--- config.mk ---
export PLATFORM = sky130hd
export DESIGN_NAME = gpio_pin_ctrl
export DESIGN_NICKNAME = d
export VERILOG_FILES = /design/src/rtl/gpio_pin_ctrl.sv
export SDC_FILE = /design/constraint.sdc
export NUM_CORES = 1
export LEC_CHECK = 0
export CAP_MARGIN = 10
export CORE_AREA = 2 2 69 71
export CTS_CLUSTER_DIAMETER = 50
export DETAILED_ROUTE_END_ITERATION = 10
export DIE_AREA = 0 0 71 73
export PLACE_DENSITY = 0.89
export SYNTH_ARGS = -nofsm -noshare
export SYNTH_HDL_FRONTEND = slang
export SYNTH_SLANG_ARGS = --single-unit
export TNS_END_PERCENT = 20
--- constraint.sdc ---
create_clock -name clock -period 1.1 [get_ports clock]
set_input_delay 0.165 -clock clock [delete_from_list [all_inputs] [get_ports clock]]
set_output_delay 0.165 -clock clock [all_outputs]
set_load 0.03 [all_outputs]
--- src/rtl/gpio_pin_ctrl.sv ---
// Per-pin GPIO datapath: output register and enable, input synchronizer, edge detect, sticky irq.
// Optional input debounce filter enabled by defining GPIO_DEBOUNCE_EN.
module gpio_pin_ctrl #(
  parameter int WIDTH           = 8,
  parameter int DEBOUNCE_CYCLES = 4
) (
  input  logic             clock,
  input  logic             reset,
  input  logic [WIDTH-1:0] mode_in,
  input  logic             wr_en,
  input  logic [WIDTH-1:0] wr_data,
  input  logic [WIDTH-1:0] pad_in,
  output logic [WIDTH-1:0] pad_out,
  output logic [WIDTH-1:0] pad_oe,
  output logic [WIDTH-1:0] rd_data,
  input  logic [WIDTH-1:0] irq_rise_en,
  input  logic [WIDTH-1:0] irq_fall_en,
  input  logic [WIDTH-1:0] irq_clr,
  output logic [WIDTH-1:0] irq_status,
  output logic             irq
);

  if (DEBOUNCE_CYCLES < 1 || DEBOUNCE_CYCLES > 255) begin : g_param_check
    $error("gpio_pin_ctrl: DEBOUNCE_CYCLES out of range 1..255");
  end

  logic [WIDTH-1:0] out_reg_q;
  logic [WIDTH-1:0] sync1_q;
  logic [WIDTH-1:0] sync2_q;
  logic [WIDTH-1:0] prev_q;
  logic [WIDTH-1:0] mode_q;
  logic [WIDTH-1:0] irq_status_q;
  logic [WIDTH-1:0] irq_status_d;
  logic [WIDTH-1:0] filt;
  logic [WIDTH-1:0] rise;
  logic [WIDTH-1:0] fall;
  logic [WIDTH-1:0] qual;
  logic [WIDTH-1:0] set;

  always_ff @(posedge clock or negedge reset) begin
    if (!reset) begin
      out_reg_q    <= '0;
      sync1_q      <= '0;
      sync2_q      <= '0;
      prev_q       <= '0;
      mode_q       <= '0;
      irq_status_q <= '0;
    end else begin
      if (wr_en) begin
        out_reg_q <= wr_data;
      end
      sync1_q      <= pad_in;
      sync2_q      <= sync1_q;
      prev_q       <= filt;
      mode_q       <= mode_in;
      irq_status_q <= irq_status_d;
    end
  end

`ifdef GPIO_DEBOUNCE_EN
  localparam int CNT_W = $clog2(DEBOUNCE_CYCLES + 1);
  localparam logic [CNT_W-1:0] CNT_LAST = CNT_W'(DEBOUNCE_CYCLES - 1);

  logic [CNT_W-1:0] cnt_q [WIDTH];
  logic [WIDTH-1:0] filt_q;

  // filt only follows sync2 after it has disagreed for DEBOUNCE_CYCLES consecutive cycles
  always_ff @(posedge clock or negedge reset) begin
    if (!reset) begin
      filt_q <= '0;
      for (int i = 0; i < WIDTH; i++) begin
        cnt_q[i] <= '0;
      end
    end else begin
      for (int i = 0; i < WIDTH; i++) begin
        if (sync2_q[i] == filt_q[i]) begin
          cnt_q[i] <= '0;
        end else if (cnt_q[i] == CNT_LAST) begin
          filt_q[i] <= sync2_q[i];
          cnt_q[i]  <= '0;
        end else begin
          cnt_q[i] <= cnt_q[i] + 1'b1;
        end
      end
    end
  end

  assign filt = filt_q;
`else
  assign filt = sync2_q;
`endif

  // An edge only counts when the pin was an input on both this and the previous cycle
  assign qual = mode_in & mode_q;
  assign rise = filt & ~prev_q;
  assign fall = ~filt & prev_q;
  assign set  = qual & ((rise & irq_rise_en) | (fall & irq_fall_en));

  assign irq_status_d = (irq_status_q & ~irq_clr) | set;

  assign pad_oe     = ~mode_in;
  assign pad_out    = out_reg_q & ~mode_in;
  assign rd_data    = (mode_in & filt) | (~mode_in & out_reg_q);
  assign irq_status = irq_status_q;
  assign irq        = |irq_status_q;

endmodule
==> results.toml <==
[status]
outcome = "finished, violations left"
violations = "negative setup slack"

[yosys]
seq_area_frac_synth_pct = 69.5
synthDistinctLibCells = 11
netlist_top_cells_area = "dfrtp_1, mux2_4, a32o_1"
ys_seq_elements = 48
syn_area_mm2 = 0.00173
syn-num-nets = 175
yosysWarnings = 0
synth_cells = 124
synth_area_leader_cell = "dfrtp_1"
synth_area_per_cell_um2 = 13.9
synth_top_area_share_pct = 69.5

[setup_path]
arrival_ps = 1210
max_stage_delay_ps = 410
critPathMaxFanout = 2
end_kind = "primary output"
worstPathRequired_ps = 940
critPathLaunchType = "flip-flop"
crit_type = "flip-flop to primary output"
crit_chain = "nor4_1 > nand2_1 > buf_6"
cp_num_buf_inv = 1
slowest_stage = "dfrtp_2"
path_delay_family = "flip-flops"

[finish]
fin_util_pct = 68.6
seq_area_mm2 = 0.00121
area_growth_pct = 80.0
fillCellCount = 329
layout-drive-gt1-share_pct = 38.3
mostFrequentLayoutCell = "dfrtp_1"
multiInputGateArea_um2 = 532
nets = 298
layout_common_cells = "dfrtp_1, clkdlybuf4s50_1, buf_6"
postLayoutCellArea_mm2 = 0.00311
antennaDiodeCount = 0

[sta]
fin_crit_sh_pct = 125
rsz0062_at_grt = "yes"
fin_ws_ps = -278
hold_violations = 0
clock.fmax_ghz = 0.726
period_needed_ps = 1380
slew_headroom_pct = 83.7
setup_viol = 23
worst_pin_slew_ps = 245
clock_skew_ps = 5.14
hold_ws_ps = 234
drv_slew = 0

[pwr]
leakage_uw = 0.00155
ir_drop_mv = 0.764
power.density_mw_per_mm2 = 1290

[floorplan]
dieWidth_um = 71
coreArea_mm2 = 0.00454
ios = 84
rows = 25
start_util_pct = 38.1
die_h_um = 73
dieArea_mm2 = 0.00518

[drt]
vias = 1366
drt-pass1-iter-count = 3
wl_um = 3870
ant_nets = 0
post-route-drc-count = 0
drtIter0Drc = 48
detail_route.vias_per_cell = 4.52
drt-wirelength-per-cell_um = 12.8

[global_route]
antenna_found_initial = 0
grt_pass1_vias = 1382
track_usage_pct = 15.3
overflow = 0
grt_max_degree = 49
grt_pass1_wl_um = 6150

[cts]
clkLatencyLatePin_ps = 290
htree_levels = 2
cts_max_path_buffers = 2
path_clk_slew_ps = 80
cts_tree = "done"
cts_made_buffers = 5
clock_tree.root_cell = "clkbuf_8"
clkSinkCount = 48

[placement]
dp_hpwl_um = 2850
numPortBuffers = 83
place_congestion = 0.740
place_area_mm2 = 0.00276

[worst_hold_path]
worstHoldPathType = "primary input to flip-flop"

[job]
maxCapViolations = 0
registers in the layout, summed over array words and instances, names as in the netlist:
signal	cells
mode_q	8
irq_status	8
prev_q	8
filt	8
sync1_q	8
out_reg_q	8
per-layer routing:
layer,track usage (%),wire [µm]
met5,0,0
met4,2.52,15
met3,5.25,253
met2,27.2,2020
met1,18.5,1580
where the power goes:
part           switching, µW  total (µW)  internal [µW]  leakage (µW)
Sequential              62.5        1930           1870      0.000568
Clock                    517        1090            574     0.0000515
Combinational            419         993            574      0.000928
Total                    998        4020           3020       0.00155
Yosys cell counts (all sizes together):
| library cell | n |
|---|---|
| dfrtp | 48 |
| inv | 16 |
| nand2 | 9 |
| a21o | 8 |
| a32o | 8 |
| mux2 | 8 |
| nand3b | 8 |
| nor2b | 8 |
| o21ai | 8 |
| nor4 | 2 |
| buf | 1 |
final cells by class:
| class | count | area share, % |
|---|---|---|
| Tap cell | 54 | 2.17 |
| Multi-Input combinational cell | 59 | 17.1 |
| Inverter | 16 | 1.93 |
| Sequential cell | 48 | 38.8 |
| Clock buffer | 8 | 3.22 |
| Timing Repair Buffer | 117 | 36.8 |
final timing paths:
kind / start / to / slack, ps / cells after the start
hold reg to reg: sync1_q[2] / filt[2] / 350 / 0
max in group asynchronous: reset / irq_status[2] / 450 / 3
min in group asynchronous: reset / mode_q[5] / 410 / 3
setup reg to reg: out_reg_q[4] / out_reg_q[4] / 90 / 3
hold / removal: mode_in[4] / mode_q[4] / 230 / 1
setup / recovery: irq_status[6] / irq / -280 / 3
kinds of logic (layout without fill, tap and decap cells):
family / after synthesis / count (layout) / synth area share (%)
mux: 8 / 8 / 6.95
flops: 48 / 48 / 69.5
simple gates: 27 / 27 / 9.04
compound gates: 24 / 24 / 10.4
buf+inv: 17 / 141 / 4.12
worst reg2reg max path, cell delays in order (launching register included):
cell and delay, ps:
dfrtp_1 390, buf_4 140, buf_4 120, mux2_4 250
per-stage QoR:
step                instances  total power [µW]  setup WS (ps)  TNS (ps)
floorplan                 124              2320          -31.6     -61.2
global placement          285              2790           -497     -4140
detailed placement        285              2810           -510     -4290
CTS                       298              4030           -313     -2900
global route              302              4210           -380     -3770
finish                    302              4020           -278     -2550
what timing repair did:
item                                   4_1_cts  5_1_grt
setup endpoints to repair                   32       26
gates resized for setup                     58        3
pin swaps                                    1        0
hold buffers                                 1        0
setup buffers                                4        4
endpoints found under the hold margin       48        0
Note: power is estimated with default switching activity, not from simulation.
